**src/rtl/seq_det_prog.sv**
```systemverilog
// Programmable serial pattern detector: run-time pattern/length, optional
// overlapping matches, valid-qualified input and a saturating match counter.
module seq_det_prog #(
  parameter int PAT_W = 8,
  parameter int CNT_W = 16,
  parameter int LEN_W = $clog2(PAT_W + 1)
) (
  input  logic             clk,
  input  logic             rstn,
  input  logic             in_valid,
  input  logic             in,
  input  logic             cfg_load,
  input  logic [PAT_W-1:0] cfg_pattern,
  input  logic [LEN_W-1:0] cfg_len,
  input  logic             cfg_overlap,
  input  logic             cnt_clr,
  output logic             armed,
  output logic             match,
  output logic [CNT_W-1:0] match_count,
  output logic             cfg_err
);

  typedef enum logic {
    UNCFG  = 1'b0,
    SEARCH = 1'b1
  } state_t;

  localparam logic [31:0]      PAT_W_U = PAT_W;
  localparam logic [CNT_W-1:0] CNT_MAX = '1;

  state_t           state;
  state_t           state_nxt;

  logic [PAT_W-1:0] pat;
  logic [LEN_W-1:0] len;
  logic             ovl;
  logic [PAT_W-1:0] hist;
  logic [LEN_W-1:0] fill;

  logic             cfg_legal;
  logic             sample;
  logic [PAT_W-1:0] hist_nxt;
  logic [LEN_W-1:0] fill_nxt;
  logic [PAT_W-1:0] len_mask;
  logic             hit;

  // State register
  always_ff @(posedge clk or posedge rstn) begin
    if (rstn) state <= UNCFG;
    else      state <= state_nxt;
  end

  // Next-state logic: only a legal load moves the FSM
  always_comb begin
    state_nxt = state;
    if (cfg_load && cfg_legal) state_nxt = SEARCH;
  end

  // Output decode from registered state only
  always_comb begin
    armed = 1'b0;
    if (state == SEARCH) armed = 1'b1;
  end

  // Sample path; a load in the same cycle always discards the sample
  always_comb begin
    cfg_legal = (cfg_len != '0) && (32'(cfg_len) <= PAT_W_U);
    sample    = (state == SEARCH) && in_valid && !cfg_load;
    hist_nxt  = {hist[PAT_W-2:0], in};
    fill_nxt  = (32'(fill) >= PAT_W_U) ? fill : fill + LEN_W'(1);
    len_mask  = '0;
    for (int unsigned i = 0; i < PAT_W; i++) begin
      len_mask[i] = (i < 32'(len));
    end
    hit = sample && (fill_nxt >= len) &&
          ((hist_nxt & len_mask) == (pat & len_mask));
  end

  // Configuration, history, pulses and counter
  always_ff @(posedge clk or posedge rstn) begin
    if (rstn) begin
      pat         <= '0;
      len         <= '0;
      ovl         <= 1'b0;
      hist        <= '0;
      fill        <= '0;
      match       <= 1'b0;
      cfg_err     <= 1'b0;
      match_count <= '0;
    end else begin
      match   <= hit;
      cfg_err <= cfg_load && !cfg_legal;

      if (cfg_load && cfg_legal) begin
        pat  <= cfg_pattern;
        len  <= cfg_len;
        ovl  <= cfg_overlap;
        hist <= '0;
        fill <= '0;
      end else if (sample) begin
        hist <= hist_nxt;
        // Non-overlap restarts the fill so the next hit needs len fresh samples
        fill <= (hit && !ovl) ? '0 : fill_nxt;
      end

      if (cnt_clr) begin
        match_count <= '0;
      end else if (hit && (match_count != CNT_MAX)) begin
        match_count <= match_count + CNT_W'(1);
      end
    end
  end

endmodule

```
**config.mk**
```make
export PLATFORM = sky130hd
export DESIGN_NAME = seq_det_prog
export DESIGN_NICKNAME = d
export VERILOG_FILES = /design/src/rtl/seq_det_prog.sv
export SDC_FILE = /design/constraint.sdc
export NUM_CORES = 1
export LEC_CHECK = 0
export BUFFER_PORTS_ARGS = -buffer_cell sky130_fd_sc_hd__clkbuf_2
export CAP_MARGIN = 20
export CORE_UTILIZATION = 55
export CTS_CLUSTER_DIAMETER = 60
export DETAILED_ROUTE_END_ITERATION = 8
export GPL_TIMING_DRIVEN = 0
export PLACE_DENSITY_LB_ADDON = 0.08
export SYNTH_ARGS = -nofsm -noshare
export SYNTH_HDL_FRONTEND = slang
export SYNTH_SLANG_ARGS = --single-unit
```
**constraint.sdc**
```tcl
create_clock -name clk -period 3.9 [get_ports clk]
set_input_delay 0.39 -clock clk [delete_from_list [all_inputs] [get_ports clk]]
set_output_delay 0.39 -clock clk [all_outputs]
set_load 0.05 [all_outputs]
```
* Word-level counts from Yosys, hierarchy flattened *
Cells that the tools add are included.

word-level totals
  flip-flop bits (word level) = 43
  bits of input ports = 19
  output and inout port bits = 19
  word-level logic and storage cells = 50

operators by class
  $add $sub $neg = 2
  magnitude comparators = 11
  equality and inequality tests = 2
  multiplexer cells = 9
  bitwise operators = 2
  reduce and logical (&&, ||, !) cells = 15

operators by type and width
  kind                     count
  $mux W16                 2
  $add A16 B1 Y16 const B  1
  $and A8 B8 Y8            2
  $lt A3 B4 Y1 const A     4
  $mux W4                  4
  $ne A16 B16 Y1 const B   1
  $mux W7                  2
  $logic_and A1 B1 Y1      9
  $eq A8 B8 Y1             1
  $lt A1 B4 Y1 const A     2
  $lt A2 B4 Y1 const A     2
  $add A4 B1 Y4 const B    1
  $ge A4 B4 Y1             1
  $ge A4 B4 Y1 const B     1
  $le A4 B4 Y1 const B     1
  $reduce_bool A2 Y1       2
  $reduce_bool A4 Y1       1
  $logic_not A1 Y1         3
  $mux W1                  1

* Depth between registers and ports, before layout *
Gate-level depths: netlist (run 1).

  word-level depth = 9
  depth in mapped cells = 11
  gate-level depth less buffers = 10

* Worst setup path after synthesis (run 1) *
OpenSTA, ideal clock, no wires.

  path kind = register -> register
  start point = register fill[0]
  end point = register match_count[14]
  library setup time = 125 ps
  arrival = 2621 ps
  required time = 3775 ps
  path slack = 1154 ps
  stages on the path, launching flop included = 12
  buffers on the path = 1
  clock period less this slack = 2746 ps
  cell sequence = dfrtp_1 -> inv_1 -> ha_1 -> mux2_2 -> ha_1 -> a21o_1 -> a21o_1 -> a21oi_1 -> or2_1 -> buf_6 -> nor4_1 -> mux2_2

between the ends
  longest elaborated chain between the ends = 7
  elaborated cells between the ends (all ways) = 8
  classes of those cells = add/sub: 1; order compare: 2; mux: 1; reduce/logical: 4

ends and longest elaborated chain
  what                                           RTL line  RTL
  start, declared                                38        logic [LEN_W-1:0] fill;
  start signal, assigned                         103       fill <= (hit && !ovl) ? '0 : fill_nxt;
  $add A4 B1 Y4 or $ge A4 B4 Y1 (tied branches)  70        fill_nxt = (32'(fill) >= PAT_W_U) ? fill : fill + LEN_W'(1);
  $mux W4 *                                      70
  $ge A4 B4 Y1 *                                 75        hit = sample && (fill_nxt >= len) &&
  $logic_and A1 B1 Y1 * (2 in a row)             75
  $logic_and A1 B1 Y1 *                          108       end else if (hit && (match_count != CNT_MAX)) begin
  $reduce_bool A2 Y1 (no line) *                 -
  end signal, assigned                           109       match_count <= match_count + CNT_W'(1);
  end, declared                                  19        output logic [CNT_W-1:0] match_count,

Every way passes the cells marked *; elsewhere a longest branch is shown, timed or not.
A chain may end at the register's enable or synchronous reset.

* Worst setup path in the final report (run 1) *
Ends and elaborated chain as after synthesis.

==> flow_summary.ini, run 1 <==
[run_status]
outcome = finished, final reports clean

[placement]
dpl_worst_slack_ns = 0.842
dpl.hpwl_um = 3190
portBuffers = 37
place_congestion = 0.791

[power]
power.total_w = 0.00114
p_leak_nw = 1.25
power.density_mw_per_mm2 = 419
vdd_drop_max_uv = 295

[worst_setup_path]
start_kind = register
cp-end-kind = register
crit_type = reg2reg
reg2reg_slack_ns = 0.82
crit_arrival_ns = 3.26
path_max_fanout = 10
cp.required_ns = 4.08

[synthesis]
synth_area_sq_mm = 0.00231
ys_warn_count = 0
synth_top_area_share_pct = 46.5
synth_top_flop_cell = dfrtp_1
synth_fp_nets = 256
post-synth-top-count-cell = dfrtp_1
synthTopCellsByCount = dfrtp_1, nand2_1, mux2_2
async_flop_share_pct = 100
ys_seq_area_share_pct = 46.5
synth-edff-count = 0
synth_area_leader_cell = dfrtp_1
synth.avg_cell_area_sq_um = 10.1
postSynthRegisterBits = 43
synthCells = 230
ys_types = 40
synth.area.top_cells = dfrtp_1, mux2_2, xnor2_1

[layout]
area_growth_pct = 17.7
drive_above_1_share_pct = 25.3
nets = 302
antenna_cells = 0

[timing]
finalHoldViolations = 0
max_freq_mhz = 325
tightest_slew_ns = 0.760
setup_tns_ns = 0
post-route-period-util_pct = 79.0
skew_ns = 0.00685
setup_ws_ns = 0.820
period_minus_slack_ns = 3.08
drv_slew = 0
slew_headroom_pct = 49.3
rsz0062_at_grt = false
setup_violations = 0

[drt]
wl_per_cell_um = 13.9
viasPerCell = 5.53
first_iter_violations = 96
first_pass_iters = 4
routed_wl_um = 4540
drc = 0
vias = 1809
ant_nets = 0

[cts]
clk_latency_ns = 0.29
cts_buffer_depth = 2
cts-resized-gates = 0
clock_sinks = 43
clk_pin_slew_ns = 0.08
cts_tree = built
root_buffer = clkbuf_8
cts_htree_levels = 2
numCtsBuffers = 5

[die]
die_w_um = 66.8
io_pins = 38
core_sq_mm = 0.00403
dieArea_sq_mm = 0.00447
start_util_pct = 57.4
die_h_um = 66.8
core.rowCount = 23

[grt]
grt_usage_pct = 23.1
grt_pass1_vias = 1662
grt_antenna_before_repair = 0
grt_pass1_wl_um = 7650
overflow = 0
grt_max_degree = 37

[min_path]
hold_class = in2reg

[run]
drv_cap = 0
sequential cells by signal, indices dropped and copies added, names as in the netlist:
name	cells
match_count	16
pat	8
hist	7
fill	4
len	4
cfg_err	1
match	1
ovl	1
state	1
cell usage in the layout, fill, tap and decap left out, types with 2 or more instances in the layout:
cell and count:
clkbuf_1 10, a32o_1 3, o21a_1 4, dfrtp_1 43, buf_6 3, nor4_1 4
bufinv_16 2, nor3_1 5, o21ai_0 9, nor2b_1 2, or4_1 4, inv_1 12
nand2_1 22, and4_1 2, clkbuf_8 5, o31ai_1 2, xor2_1 3, nand3_1 7
xnor2_1 13, nor2_1 12, a21oi_1 13, mux2_2 14, ha_1 7, and3_1 8
a31oi_1 3, and2_1 3, nand2b_1 4, a21o_1 3, clkbuf_2 38, o41ai_1 2
area by class of cell:
cell class	instances	area, sq um
sequential	43	1080
multi-input combinational	161	1110
clock inverter	2	60.1
clock buffer	6	72.6
timing repair buffer	39	215
fill	367	1310
buffer	13	72.6
inverter	13	48.8
tap	50	62.6
path summary, 6_finish.rpt:
kind                                     start                          end  cells past startpoint
max reg2reg                fill[0]$_DFFE_PP0P_  match_count[14]$_DFFE_PP0P_                     11
min                             cfg_pattern[1]           pat[1]$_DFFE_PP0P_                      2
min reg2reg                  state$_DFFE_PP0P_            state$_DFFE_PP0P_                      1
max in group asynchronous                 rstn           pat[7]$_DFFE_PP0P_                      4
min in group asynchronous                 rstn   match_count[7]$_DFFE_PP0P_                      3
max                        fill[0]$_DFFE_PP0P_  match_count[14]$_DFFE_PP0P_                     11
power by group:
part / switching, W / internal [W]
Combinational: 0.000117 / 0.000102
Sequential: 0.0000341 / 0.000482
Clock: 0.000150 / 0.000256
Total: 0.000301 / 0.000840
layer usage:
metal | routed length, um | vias to the layer above | GRT usage, % | share of wire [%]
li1 | - | 901 | - | -
met2 | 2010 | 43 | 35.7 | 44
met5 | 0 | - | 0 | 0
met3 | 155 | 6 | 3.94 | 3.4
met4 | 53 | 0 | 7.71 | 1.2
met1 | 2330 | 859 | 32.5 | 51
through the flow:
step | util [%] | cell area (sq um) | cells | hold slack [ns]
after floorplan | - | 2310 | 230 | 0.472
after global placement | 63.5 | 2560 | 317 | 0.475
after detailed placement | 64.0 | 2580 | 318 | 0.301
after CTS | 67.6 | 2720 | 327 | 0.320
after global routing | 67.6 | 2720 | 327 | 0.320
final | 67.6 | 2720 | 327 | 0.324
cells by family (layout without fill, tap and decap cells):
family	count (synthesis)	count (layout)	share of synthesized area [%]
flops	43	43	46.5
compound gates	44	44	12.5
buf+inv	26	73	5.25
fa+ha+maj	7	7	3.79
simple gates	79	79	18.6
xor+xnor	16	16	6.06
mux	15	15	7.25
timing repair:
item / CTS / global route
setup endpoints to repair: 0 / 0
hold buffers: 1 / 0
setup buffers: 0 / 0
endpoints found under the hold margin: 7 / 0
worst max-delay path, cell delays in order (launching register included):
cell and delay [ns]:
dfrtp_1 0.43, inv_1 0.09, ha_1 0.29, mux2_2 0.28
ha_1 0.27, a21o_1 0.16, a21o_1 0.17, a21oi_1 0.61
or2_1 0.20, buf_6 0.14, nor4_1 0.06, mux2_2 0.26
No activity file was read; power rests on OpenSTA's default activity.
==> run 2, diff against run 1 <==
clock period = 2.88 ns   (was 3.9 ns; I/O delays follow)
==> run 2 against run 1 <==
Maximum frequency increased by 11%. Clock power increased by 35%. Via count increased by 0.11%. Count of clock-buffer cells in the layout unchanged. Combinational power increased by 46%. Critical path depth decreased by 2. Clock skew decreased by 0.0015 ns. Routed wire length increased by 0.64%. Global-route usage about the same. Core utilization increased by 0.53 points. Largest power group unchanged.
==> flow_summary.ini, run 2 (same netlist as run 1, synthesis figures left out) <==
[timing]
max_freq_mhz = 359
post-route-period-util_pct = 96.8
rsz0062_at_grt = false
period_minus_slack_ns = 2.79
finalHoldViolations = 0
tightest_slew_ns = 0.727
drv_slew = 0
setup_tns_ns = 0
hold_ws_ns = 0.224
setup_ws_ns = 0.0928
slew_headroom_pct = 51.1
setup_violations = 0
skew_ns = 0.00531

[power]
power.density_mw_per_mm2 = 569
vdd_drop_max_uv = 397
power.total_w = 0.00156
p_leak_nw = 1.26

[die]
io_pins = 38
die_w_um = 66.8
core_sq_mm = 0.00403
dieArea_sq_mm = 0.00447
die_h_um = 66.8
core.rowCount = 23
start_util_pct = 57.4

[grt]
grt_antenna_before_repair = 0
grt_pass1_wl_um = 7660
grt_max_degree = 37
grt_usage_pct = 23.1
grt_pass1_vias = 1667
overflow = 0

[worst_setup_path]
path_max_fanout = 8
cp.required_ns = 3.07
regToRegStartpoint = len[3]$_DFFE_PP0P_
crit_start = len[3]$_DFFE_PP0P_
crit_chain = buf_6, nand2b_4, o31ai_2, a31oi_1, or4_1, buf_6, nor4_1, a21oi_1, o21a_1
worst_path_most_repeated_cell = buf_6
critPathMaxStageDelay_ns = 0.65
crit_arrival_ns = 2.97
cp-end-kind = register
crit_type = reg2reg
start_kind = register
cp_slowest_cell = nor4_1

[min_path]
hold_class = in2reg
min_from = cfg_pattern[3]

[layout]
layout.cells.most_common = dfrtp_1
nFillCells = 360
regMostFlops = match_count
finalInstanceArea_sq_mm = 0.00274
drive_above_1_share_pct = 26.6
layout_common_cells = dfrtp_1, clkbuf_2, nand2_1, mux2_2, xnor2_1
area_growth_pct = 18.7
nets = 303
antenna_cells = 0
largest_register_ffs = 16
top_regs = match_count (16), pat (8), hist (7)

[drt]
wl_met2_um = 2050
first_pass_iters = 6
vias = 1811
wl_per_cell_um = 13.9
viasPerCell = 5.52
drc = 0
dr_wl_met3_um = 141
wl_met1_um = 2320
first_iter_violations = 104
ant_nets = 0
top_layer_used = met4
routed_wl_um = 4570

[cts]
clock_sinks = 43
root_buffer = clkbuf_8
cts_tree = built
cts_buffer_depth = 2
clk_latency_ns = 0.29
clk_pin_slew_ns = 0.08
cts_htree_levels = 2
numCtsBuffers = 5

[run_status]
outcome = finished, final reports clean

[placement]
portBuffers = 37
dpl.hpwl_um = 3190
dpl_worst_slack_ns = -0.178
place_congestion = 0.791
dpl-instance-area_sq_mm = 0.00258

[run]
drv_cap = 0
==> run 2: cell types whose count changed in the layout (fill, tap and decap cells not counted), sizes merged <==
| cell | delta |
|---|---|
| clkbuf | -1 |
| buf | +2 |
==> run 2: worst paths after layout <==
| path | to | slack (ns) | cells past startpoint |
|---|---|---|---|
| max in group asynchronous | pat[7]$_DFFE_PP0P_ | 1.99 | 4 |
| worst max-delay path | match_count[8]$_DFFE_PP0P_ | 0.09 | 9 |
| min in group asynchronous | match_count[7]$_DFFE_PP0P_ | 0.44 | 3 |
| worst min register to register | state$_DFFE_PP0P_ | 0.51 | 1 |
| worst max register to register | match_count[8]$_DFFE_PP0P_ | 0.09 | 9 |
| worst min-delay path | pat[3]$_DFFE_PP0P_ | 0.22 | 2 |
==> run 2: final cells by class <==
class | instances | area [sq um] | share of cell area (%)
sequential | 43 | 1080 | 39.2
tap | 50 | 62.6 | 2.28
buffer | 12 | 68.8 | 2.51
multi-input combinational | 161 | 1120 | 41.0
clock inverter | 2 | 60.1 | 2.19
inverter | 13 | 48.8 | 1.78
timing repair buffer | 41 | 230 | 8.39
clock buffer | 6 | 72.6 | 2.64
==> run 2: stage by stage <==
stage	instances	utilization, %
floorplan	230	-
global placement	317	63.5
detailed placement	318	64.0
CTS	328	67.9
global route	328	68.1
finish	328	68.1
==> run 2: power by group <==
| group | leakage [nW] | internal (W) | total, W | switching, W |
|---|---|---|---|---|
| clock | 0.0654 | 0.000347 | 0.000549 | 0.000203 |
| sequential | 0.563 | 0.000653 | 0.000694 | 0.0000406 |
| combinational | 0.631 | 0.000150 | 0.000318 | 0.000168 |
| total | 1.26 | 0.00115 | 0.00156 | 0.000412 |
==> run 2: worst max-delay path, delay by kind of cell (launching register included) <==
kind,cells,cell delay (ns)
buf+inv,2,0.30
flops,1,0.38
compound gates,4,0.66
simple gates,3,1.34
==> run 2: repair_timing <==
| item | in CTS | in global routing |
|---|---|---|
| endpoints found under the hold margin | 7 | 0 |
| hold buffers | 1 | 0 |
| setup endpoints to repair | 10 | 5 |
| gates resized for setup | 1 | 1 |
| buffers inserted | 1 | 1 |
==> run 2: layer usage <==
layer | vias to the layer above | GRT usage [%]
met3 | 6 | 3.94
met4 | 0 | 7.71
met2 | 38 | 35.9
li1 | 905 | -
met5 | - | 0
met1 | 862 | 32.5
==> run 3, diff against run 2 <==
--- a/config.mk
+++ b/config.mk
@@ -9,2 +9,3 @@
 export CAP_MARGIN = 20
+export CORE_MARGIN = 8
 export CORE_UTILIZATION = 55
--- a/constraint.sdc
+++ b/constraint.sdc
@@ -3,2 +3,2 @@
 set_output_delay 0.288 -clock clk [all_outputs]
-set_load 0.05 [all_outputs]
+set_load 0.01 [all_outputs]
==> run 3 against run 2 <==
Clock power decreased by 30%. Non-clock buffer count unchanged. Die area grew 46%. Maximum frequency down 0.14%. Cell count decreased by 0.30%. Sequential cell count unchanged. Routed wire length up 4.3%. Combinational power decreased by 2%. Power is 11% lower. Worst hold slack got worse by 0.0012 ns. First-iteration DRC count fell by 11%. Critical endpoint is now match_count[14]$_DFFE_PP0P_. Largest power group unchanged.
==> flow_summary.ini, run 3 (same netlist as run 1, synthesis figures left out) <==
[die]
io_pins = 38
die_w_um = 80.8
die_h_um = 80.8
start_util_pct = 57.4
dieArea_sq_mm = 0.00654
core_sq_mm = 0.00403
core.rowCount = 23

[grt]
grt_usage_pct = 15.6
grt_pass1_vias = 1759
grt_antenna_before_repair = 0
overflow = 0
grt_max_degree = 32
grt_pass1_wl_um = 8250

[layout]
drive_above_1_share_pct = 26.7
layout_common_cells = dfrtp_1, clkbuf_2, nand2_1, mux2_2, xnor2_1
top_regs = match_count (16), pat (8), hist (7)
nets = 303
final_cells = 327
antenna_cells = 0
regMostFlops = match_count
layout.cells.most_common = dfrtp_1
area_growth_pct = 17.1
largest_register_ffs = 16

[drt]
vias = 1816
wl_per_cell_um = 14.6
viasPerCell = 5.55
first_pass_iters = 5
ant_nets = 0
first_iter_violations = 93
routed_wl_um = 4770
drc = 0

[worst_setup_path]
start_kind = register
cp-end-kind = register
crit_chain = buf_6, nand2b_4, o21ai_0, a31oi_1, or4_1, buf_6, or2_1, buf_6, nor4_4, mux2_2
cp.required_ns = 3.05
reg2reg_slack_ns = 0.09
path_max_fanout = 10
critPathMaxStageDelay_ns = 0.56
crit_arrival_ns = 2.97
critPathTopFamily = simple AND/OR/NAND/NOR gates
crit_type = reg2reg
worst_path_most_repeated_cell = buf_6
path_buf_inv = 3
cp_slowest_cell = or4_1

[run]
drv_cap = 0

[timing]
slew_headroom_pct = 58.3
setup_violations = 0
max_freq_mhz = 358
tightest_slew_ns = 0.626
period_minus_slack_ns = 2.79
post-route-period-util_pct = 96.9
setup_ws_ns = 0.0891
skew_ns = 0.00667
drv_slew = 0
rsz0062_at_grt = false
finalHoldViolations = 0

[min_path]
hold_class = in2reg

[placement]
dp.cells = 318
place_congestion = 0.742
portBuffers = 37
dpl_worst_slack_ns = -0.208
dpl.hpwl_um = 3510

[cts]
clock_sinks = 43
cts_tree = built
clk_latency_ns = 0.29
cts_buffer_depth = 2
root_buffer = clkbuf_8
clk_pin_slew_ns = 0.08
numCtsBuffers = 5
cts_htree_levels = 2

[power]
vdd_drop_max_uv = 406
power.density_mw_per_mm2 = 514
intPower_w = 0.000992
p_leak_nw = 1.26
clkPwrFrac_pct = 27.7
switching_share_pct = 28.8
pwr-share-comb_pct = 22.4
pwr-share-seq_pct = 50.0
p_sw_w = 0.000401

[run_status]
outcome = finished, final reports clean
[run 3: cell count changes in the layout (fill, tap and decap cells not counted)]
cell       change
bufinv_16      -2
clkbuf_1       -1
clkbuf_8       +1
clkinv_2       +1
nor4_2         -1
nor4_4         +1
[run 3: worst register-to-register path, stage by stage, from the launching register on]
cell and delay (ns):
dfrtp_1 0.38, buf_6 0.13, nand2b_4 0.14, o21ai_0 0.18
a31oi_1 0.12, or4_1 0.56, buf_6 0.17, or2_1 0.23
buf_6 0.15, nor4_4 0.28, mux2_2 0.36
[run 3: power groups by stage]
stage	Combinational [W]	Clock (W)	Sequential, W
final	0.000311	0.000385	0.000696
after global routing	0.000349	0.000422	0.000703
after CTS	0.000305	0.000396	0.000696
after detailed placement	0.000290	0	0.000712
after global placement	0.000277	0	0.000710
after floorplan	0.000219	0	0.000702
[run 3: repair_timing]
action                                  CTS  global route
hold buffers                              1             0
pin swaps                                 0             0
endpoints found under the setup margin   10             4
resized for setup                         1             2
cloned                                    0             0
setup buffers                             1             1
endpoints found under the hold margin    12             0
[run 3: path summary, 6_finish.rpt]
kind	start	endpoint	depth (start not counted)
setup / recovery	len[3]$_DFFE_PP0P_	match_count[14]$_DFFE_PP0P_	10
min in group asynchronous	rstn	pat[5]$_DFFE_PP0P_	3
hold / removal	cfg_pattern[0]	pat[0]$_DFFE_PP0P_	2
hold reg to reg	state$_DFFE_PP0P_	state$_DFFE_PP0P_	1
max in group asynchronous	rstn	pat[7]$_DFFE_PP0P_	4
setup reg to reg	len[3]$_DFFE_PP0P_	match_count[14]$_DFFE_PP0P_	10
[run 3: metrics by stage]
step / total power (W) / util [%] / cell area (sq um) / setup TNS, ns / hold WS (ns)
CTS: 0.00140 / 66.7 / 2690 / 0 / 0.220
detailed placement: 0.00100 / 64.0 / 2580 / -0.990 / 0.242
finish: 0.00139 / 67.2 / 2710 / 0 / 0.222
floorplan: 0.000920 / - / 2310 / 0 / 0.405
global placement: 0.000987 / 63.5 / 2560 / -0.381 / 0.475
global route: 0.00147 / 67.2 / 2710 / 0 / 0.223
[run 3: metal layers]
layer  part of all wire [%]  track usage [%]  vias up
met5                      0                0        -
met1                     49             22.1      864
li1                       -                -      900
met3                    5.4             3.53       11
met4                    1.4             5.36        0
met2                     44             23.0       41
[run 3: final cells by class]
type	count	area, sq um
plain buffers	12	68.8
well taps	50	62.6
flip-flops and latches	43	1080
fillers	326	1320
inverters	13	48.8
clock buffers	6	82.6
multi-input cells	161	1130
clock inverters	1	5.00
repair buffers	41	230
